**config.mk**
```make
export PLATFORM = sky130hd
export DESIGN_NAME = regfile_mp
export DESIGN_NICKNAME = d
export VERILOG_FILES = /design/src/rtl/rf_pkg.sv /design/src/rtl/rf_scoreboard.sv /design/src/rtl/regfile_mp.sv
export SDC_FILE = /design/constraint.sdc
export NUM_CORES = 2
export LEC_CHECK = 0
export BUFFER_PORTS_ARGS = -buffer_cell sky130_fd_sc_hd__buf_2
export CORE_MARGIN = 2
export CORE_UTILIZATION = 25
export DETAILED_ROUTE_END_ITERATION = 12
export PLACE_DENSITY = 0.39
export RECOVER_POWER = 50
export SLEW_MARGIN = 20
export SYNTH_ARGS = -nofsm -noshare
export SYNTH_HDL_FRONTEND = slang
export SYNTH_SLANG_ARGS = --single-unit
export TNS_END_PERCENT = 10
```
**constraint.sdc**
```tcl
create_clock -name i_clk -period 30.4 [get_ports i_clk]
set_input_delay 1.52 -clock i_clk [delete_from_list [all_inputs] [get_ports i_clk]]
set_output_delay 1.52 -clock i_clk [all_outputs]
set_load 0.02 [all_outputs]
```
**src/rtl/rf_pkg.sv**
```systemverilog
`default_nettype none
// ============================================================================
// Module   : rf_pkg
// Brief    : Shared constants, types and write-port priority helper for regfile_mp
// Revision : 1.0
// ============================================================================
package rf_pkg;

   localparam int XLEN_DEF  = 32;
   localparam int NREGS_DEF = 32;
   localparam int AW_DEF    = $clog2(NREGS_DEF);
   localparam int MAX_WR    = 16;

   typedef logic [AW_DEF-1:0] reg_addr_t;

   // Highest-index set bit wins; returns 0 when nothing hits, so callers gate with |hit.
   function automatic int win_port(input logic [MAX_WR-1:0] hit);
      int sel;
      sel = 0;
      for (int i = 0; i < MAX_WR; i++) begin
         if (hit[i]) sel = i;
      end
      return sel;
   endfunction

endpackage
`default_nettype wire

```
**src/rtl/rf_scoreboard.sv**
```systemverilog
`default_nettype none
// ============================================================================
// Module   : rf_scoreboard
// Brief    : Per-register pending-write bits with set-over-clear and read masking
// Revision : 1.0
// ============================================================================
module rf_scoreboard #(
   parameter int NREGS    = 32,
   parameter int NRD      = 2,
   parameter int ZERO_REG = 1,
   localparam int AW      = $clog2(NREGS)
) (
   input  logic              i_clk,
   input  logic              i_rst,
   input  logic [NREGS-1:0]  i_set_vec,
   input  logic [NREGS-1:0]  i_clr_vec,
   input  logic [NRD*AW-1:0] i_rs_addr,
   input  logic [NRD-1:0]    i_rs_hit,
   output logic [NRD-1:0]    o_rs_busy,
   output logic [NREGS-1:0]  o_busy_vec
);

   logic [NREGS-1:0] r_busy;
   logic [NREGS-1:0] w_busy_nxt;

   always_comb begin
      w_busy_nxt = i_set_vec | (r_busy & ~i_clr_vec);
      if (ZERO_REG != 0) w_busy_nxt[0] = 1'b0;
   end

   always_ff @(posedge i_clk or posedge i_rst) begin
      if (i_rst) r_busy <= '0;
      else       r_busy <= w_busy_nxt;
   end

   // A write retiring this cycle already satisfies the reader through the bypass.
   for (genvar k = 0; k < NRD; k++) begin : g_rd_busy
      assign o_rs_busy[k] = r_busy[i_rs_addr[k*AW +: AW]] & ~i_rs_hit[k];
   end

   assign o_busy_vec = r_busy;

endmodule
`default_nettype wire

```
**src/rtl/regfile_mp.sv**
```systemverilog
`default_nettype none
// ============================================================================
// Module   : regfile_mp
// Brief    : Multi-port register file with write-through bypass and scoreboard
// Revision : 1.0
// ============================================================================
module regfile_mp
   import rf_pkg::*;
#(
   parameter int XLEN     = XLEN_DEF,
   parameter int NREGS    = NREGS_DEF,
   parameter int NRD      = 2,
   parameter int NWR      = 2,
   parameter int ZERO_REG = 1,
   localparam int AW      = $clog2(NREGS)
) (
   input  logic                i_clk,
   input  logic                i_rst,
   input  logic [NRD*AW-1:0]   i_rs_addr,
   output logic [NRD*XLEN-1:0] o_rs_dout,
   output logic [NRD-1:0]      o_rs_busy,
   input  logic [NWR-1:0]      i_wr_en,
   input  logic [NWR*AW-1:0]   i_wr_addr,
   input  logic [NWR*XLEN-1:0] i_wr_data,
   input  logic                i_alloc_en,
   input  logic [AW-1:0]       i_alloc_addr,
   output logic [NREGS-1:0]    o_busy_vec
);

   logic [XLEN-1:0]             r_regs [NREGS];
   logic [NREGS-1:0]            w_we;
   logic [NREGS-1:0]            w_wr_any;
   logic [NREGS-1:0]            w_alloc_vec;
   logic [NREGS-1:0][XLEN-1:0]  w_wd;
   logic [NRD-1:0][XLEN-1:0]    w_dout;
   logic [NRD-1:0]              w_rs_hit;

   for (genvar r = 0; r < NREGS; r++) begin : g_reg
      logic [MAX_WR-1:0] w_hit;
      int                w_sel;

      always_comb begin
         w_hit = '0;
         for (int p = 0; p < NWR; p++) begin
            w_hit[p] = i_wr_en[p] && (i_wr_addr[p*AW +: AW] == AW'(r));
         end
      end

      assign w_sel          = win_port(w_hit);
      assign w_wr_any[r]    = |w_hit;
      assign w_we[r]        = w_wr_any[r] && !((ZERO_REG != 0) && (r == 0));
      assign w_wd[r]        = i_wr_data[w_sel*XLEN +: XLEN];
      assign w_alloc_vec[r] = i_alloc_en && (i_alloc_addr == AW'(r));
   end

   always_ff @(posedge i_clk or posedge i_rst) begin
      if (i_rst) begin
         for (int r = 0; r < NREGS; r++) r_regs[r] <= '0;
      end else begin
         for (int r = 0; r < NREGS; r++) begin
            if (w_we[r]) r_regs[r] <= w_wd[r];
         end
      end
   end

   for (genvar k = 0; k < NRD; k++) begin : g_rd
      logic [MAX_WR-1:0] w_hit;
      int                w_sel;
      logic [AW-1:0]     w_a;

      assign w_a = i_rs_addr[k*AW +: AW];

      always_comb begin
         w_hit = '0;
         for (int p = 0; p < NWR; p++) begin
            w_hit[p] = i_wr_en[p] && (i_wr_addr[p*AW +: AW] == w_a);
         end
      end

      assign w_sel       = win_port(w_hit);
      assign w_rs_hit[k] = |w_hit;
      assign w_dout[k]   = ((ZERO_REG != 0) && (w_a == '0)) ? '0 :
                           (|w_hit) ? i_wr_data[w_sel*XLEN +: XLEN] : r_regs[w_a];
   end

   assign o_rs_dout = w_dout;

   rf_scoreboard #(
      .NREGS    (NREGS),
      .NRD      (NRD),
      .ZERO_REG (ZERO_REG)
   ) u_sb (
      .i_clk      (i_clk),
      .i_rst      (i_rst),
      .i_set_vec  (w_alloc_vec),
      .i_clr_vec  (w_wr_any),
      .i_rs_addr  (i_rs_addr),
      .i_rs_hit   (w_rs_hit),
      .o_rs_busy  (o_rs_busy),
      .o_busy_vec (o_busy_vec)
   );

endmodule
`default_nettype wire
```
# Yosys cells after proc, flatten, opt, wreduce, memory -nomap -nowiden

Index checks and enable logic that the tools add are counted.

Word-level logic and storage cells: 361
Bits of input ports: 94
Output and inout port bits: 98
Register bits after elaboration: 1023

Muxes and demuxes: 47
Bitwise operators: 9
Eq/ne operators: 97
Magnitude comparators: 4
Reductions and logical operators: 139
Shift operators: 33

Operators by type and width:

| cell                                                                 | count |
|---|---|
| 64-bit by 32-bit indexed part select with 32-bit output              | 27 |
| 64-bit by 7-bit indexed part select with 32-bit output               | 6 |
| 32-bit binary-select mux with 5-bit select                           | 2 |
| 32-bit 2-to-1 mux                                                    | 8 |
| 5-bit == test, second input constant                                 | 48 |
| 5-bit by 4-bit == test with 1-bit output, second input constant      | 24 |
| 1-bit logical AND                                                    | 100 |
| 2-bit OR reduction                                                   | 34 |
| 5-bit by 3-bit == test with 1-bit output, second input constant      | 12 |
| 1-bit 2-to-1 mux                                                     | 35 |
| 32-bit bitwise AND                                                   | 1 |
| 32-bit NOT                                                           | 1 |
| 32-bit bitwise OR                                                    | 1 |
| 5-bit by 2-bit == test with 1-bit output, second input constant      | 6 |
| 5-bit zero test                                                      | 5 |
| 5-bit == test                                                        | 4 |
| 5-bit by 1-bit == test with 1-bit output, second input constant      | 3 |
| 6-bit >= comparator, second input constant                           | 2 |
| 5-bit by 6-bit < comparator with 1-bit output, second input constant | 2 |
| 5-bit NOT with 6-bit output                                          | 2 |
| 1-bit binary-select mux with 5-bit select                            | 2 |
| 1-bit bitwise AND                                                    | 2 |
| 1-bit NOT                                                            | 2 |

# Logic depth before layout (Yosys ltp)

Depth after elaboration: 6
Depth in mapped cells: 10
Mapped depth without buffers: 5

# By module

From an unflattened synthesis, not the netlist that was laid out.

Cell total of the unflattened synthesis: 6614
Area, all modules: 66437.5 um^2

By module, submodules not included:

| module        | seq. area each (um^2) | cells an instance | instances | area each (um^2) |
|---|---|---|---|---|
| regfile_mp    | 24823.8               | 6460              | 1         | 64690.8 |
| rf_scoreboard | 775.7                 | 154               | 1         | 1746.7 |

# Worst setup path before layout

No wires, ideal clock.

Path type: input -> output
Start: input i_rs_addr[3]
End: output o_rs_dout[29]
Arrival: 3.333 ns
Stages: 7
Data required time: 28.880 ns
Setup slack: 25.547 ns
Cell sequence: clkbuf_1 > xnor2_1 > nand4_1 > o2111ai_1 > clkbuf_1 > o221ai_1 > a211oi_1

Cells in the longest elaborated chain, start to end: 6
Elaborated cells on any way between the ends: 14
Those cells by class: 2 x eq/ne; 1 x shift; 6 x mux; 1 x bitwise; 4 x reduce/logical

Ends and longest elaborated chain:

| element                                                                                     | line                               | text |
|---|---|---|
| start, declared                                                                             | regfile_mp.sv:19                   | `input logic [NRD*AW-1:0] i_rs_addr,` |
| 5-bit == test or 5-bit NOT with 6-bit output (tied branches)                                | regfile_mp.sv:76, regfile_mp.sv:83 |  |
| 1-bit logical AND or 32-bit binary-select mux with 5-bit select (tied branches)             | regfile_mp.sv:76, regfile_mp.sv:83 |  |
| 1-bit 2-to-1 mux or 32-bit 2-to-1 mux (tied branches)                                       | rf_pkg.sv:21, regfile_mp.sv:83     |  |
| 64-bit by 7-bit indexed part select with 32-bit output or 32-bit 2-to-1 mux (tied branches) | regfile_mp.sv:83                   | `(\|w_hit) ? i_wr_data[w_sel*XLEN +: XLEN] : r_regs[w_a];` |
| 32-bit 2-to-1 mux                                                                           | regfile_mp.sv:83                   |  |
| 32-bit 2-to-1 mux (*)                                                                       | regfile_mp.sv:82                   | `assign w_dout[k] = ((ZERO_REG != 0) && (w_a == '0)) ? '0 :` |
| end, declared                                                                               | regfile_mp.sv:20                   | `output logic [NRD*XLEN-1:0] o_rs_dout,` |

Mark *: on every way between the ends. The rest lies on a longest branch, timed or not. The select of a mux whose other input is x is not followed.

==> impl_metrics.env <==
export IMPL_status="finished with violations"
export IMPL_violations="capacitance limit, slew limit"
export IMPL_path_buf_inv=5
export IMPL_start_util_pct=25.1
export IMPL_grt_pass1_wl_mm=448
export IMPL_finalMaxSlewViolations=1606
export IMPL_clk_latency_ns=0.81
export IMPL_critPathMaxStageDelay_ns=5.88
export IMPL_hold_slack_ns=0.585
export IMPL_drive_gt1_share_pct=19.0
export IMPL_cp_start_kind="input pin"
export IMPL_htreeDepth=4
export IMPL_synth_area_leaders="dfrtp_1, mux2i_1, mux4_2, o21ai_0, a21oi_1"
export IMPL_ir_drop_mv=0.0608
export IMPL_cts_tree="yes"
export IMPL_rows=188
export IMPL_cts_clk_slew_worst_paths_ns=0.07
export IMPL_ys_warn_count=0
export IMPL_maxCapViolCount=41
export IMPL_setup_viol=0
export IMPL_slowest_stage="clkbuf_1"
export IMPL_synth_top_area_share_pct=38.9
export IMPL_critPathRequiredTime_ns=31.20
export IMPL_cts_path_max_buffers=3
export IMPL_core_region_area_mm2=0.262
export IMPL_syn_inst=6508
export IMPL_gp_congestion=0.831
export IMPL_die_width_um=517
export IMPL_cp_cell_sequence="buf_2 -> clkinvlp_2 -> clkbuf_1 -> clkbuf_1 -> buf_4"
export IMPL_cp_data_arrival_time_ns=14.35
export IMPL_cts_resized_gates=0
export IMPL_synth_commonest_cells="dfrtp_1, mux2i_1, nand2_1, nor2_1, o21ai_0"
export IMPL_die_h_um=517
export IMPL_postSynth_asyncResetShare_pct=100
export IMPL_areaGrowthSynthToFinish_pct=11.3
export IMPL_cts_buffers=132
export IMPL_drc=0
export IMPL_cp_max_fo=136
export IMPL_cts_setup_buffers=0
export IMPL_dpl_hpwl_mm=183
export IMPL_final_nets=6222
export IMPL_ios=192
export IMPL_synth_edf_count=0
export IMPL_synth_most_common_cell="dfrtp_1"
export IMPL_ff2ff_setup_slack_ns=29.42
export IMPL_synth_area_mm2=0.0658
export IMPL_yosysTopAreaCell="dfrtp_1"
export IMPL_dieArea_mm2=0.267
export IMPL_via_per_inst=5.53
export IMPL_grt_max_degree=159
export IMPL_critPathKind="in2async"
export IMPL_slew_headroom_pct=-517
export IMPL_drtIter0Drc=5890
export IMPL_drt_wl_total_mm=324
export IMPL_port_buffer_count=190
export IMPL_crit_top_cell="clkbuf_1"
export IMPL_synth_fp_nets=6602
export IMPL_grt_overflow=0
export IMPL_ys_seq_area_share_pct=38.9
export IMPL_routedWlPerCell_um=33.2
export IMPL_period_needed_ns=13.55
export IMPL_drt_pass1_iterations=6
export IMPL_p_leak_nw=29.8
export IMPL_fin_skew_ns=0
export IMPL_yosys_register_bits=1023
export IMPL_p_per_area_mw_per_mm2=67.5
export IMPL_avgSynthCellArea_um2=10.1
export IMPL_first_global_vias=52234
export IMPL_tns_ns=0
export IMPL_cts_sinks=1023
export IMPL_period_share_pct=44.6
export IMPL_grtUsageTotal_pct=23.8
export IMPL_cp_top_family="buffers and inverters"
export IMPL_root_buffer="clkbuf_16"
export IMPL_ys_types=56
export IMPL_rsz0062_at_grt="false"
export IMPL_drtAntennaViolNets=0
export IMPL_hold_class="reg2reg"
export IMPL_synthFlopType="dfrtp_1"
export IMPL_antenna_found_initial=30
export IMPL_worstMarginPinSlew_ns=9.26
export IMPL_hold_violations=0
export IMPL_cp_end_kind="asynchronous set/reset pin"
export IMPL_max_freq_mhz=73.8
export IMPL_cts_hold_buf=0
export IMPL_vias=53925
-- registers in the layout, indices dropped and copies added (netlist names) --
name	flops
u_sb.o_busy_vec	31
r_regs	992
-- cell usage in the layout (no fill, tap or decap), types with 58 or more instances in the layout --
cell and count:
nor2b_1 130, a21oi_1 555, nor2_1 577, o21ai_0 558
nor3_1 110, clkbuf_16 134, mux4_2 375, a211oi_1 62
mux2i_1 1021, dfrtp_1 1023, a221oi_1 62, buf_4 106
buf_2 148, a22oi_1 63, nand2_1 574, o221a_2 58
clkbuf_1 85, mux2_2 219
-- per-stage QoR --
| stage | power, mW | util, % | std cells | cell area, µm² | setup WS (ns) |
|---|---|---|---|---|---|
| 2_1_floorplan | 2.87 | - | 6508 | 65800 | 0.0919 |
| 3_3_place_gp | 3.26 | 26.4 | 9507 | 69200 | 23.13 |
| 3_5_place_dp | 3.29 | 26.4 | 9508 | 69200 | 23.09 |
| 4_1_cts | 4.97 | 28.1 | 9741 | 73700 | 23.08 |
| 5_1_grt | 5.17 | 28.0 | 9744 | 73300 | 14.67 |
| 6_report | 4.95 | 28.0 | 9749 | 73300 | 16.85 |
-- worst reg2reg max path, cell delays in order, from the launching register on --
cell and delay (ns):
dfrtp_1 0.40, mux2i_1 0.15, a21oi_1 0.10
-- per-layer routing --
layer  track usage (%)  part of all wire [%]
met5                 0                 0.010
met4              8.96                   4.2
met3              4.52                   7.1
met2              37.7                    46
met1              32.0                    43
-- cell families (layout without fill, tap and decap cells) --
logic type	count (synthesis)	count (layout)	synth area share, %
buffers and inverters	851	570	5.60
other	1	8	0.00570
AO/OA/AOI/OAI	1512	1512	13.6
multiplexers	1615	1615	32.1
AND/OR/NAND/NOR	1486	1486	9.51
flip-flops	1023	1023	38.9
XOR/XNOR	20	20	0.266
-- report_power, final --
group,leakage (nW),total (mW),switching [mW],internal (mW)
combinational,15.2,1.24,0.621,0.619
clock,2.16,1.67,0.704,0.967
sequential,12.5,2.04,0.311,1.73
-- layout make-up --
class,count,area (µm²)
Fill cell,27413,189000
Multi-Input combinational cell,4634,36900
Sequential cell,1023,25600
Tap cell,3515,4400
Clock buffer,194,3900
Timing Repair Buffer,323,1950
Clock inverter,39,518
Inverter,14,53.8
Antenna cell,7,17.5
-- final timing paths --
path,from,depth (start not counted),to
worst max-delay path,i_rst,5,r_regs[493]$_DFFE_PP0P_
worst min-delay path,u_sb.o_busy_vec[8]$_DFF_PP0_,1,u_sb.o_busy_vec[8]$_DFF_PP0_
worst max register to register,r_regs[135]$_DFFE_PP0P_,2,r_regs[135]$_DFFE_PP0P_
worst min register to register,u_sb.o_busy_vec[8]$_DFF_PP0_,1,u_sb.o_busy_vec[8]$_DFF_PP0_
max in group i_clk,i_rs_addr[5],10,o_rs_dout[46]
min in group asynchronous,i_rst,2,r_regs[188]$_DFFE_PP0P_
No activity file was read; power rests on OpenSTA's default activity.
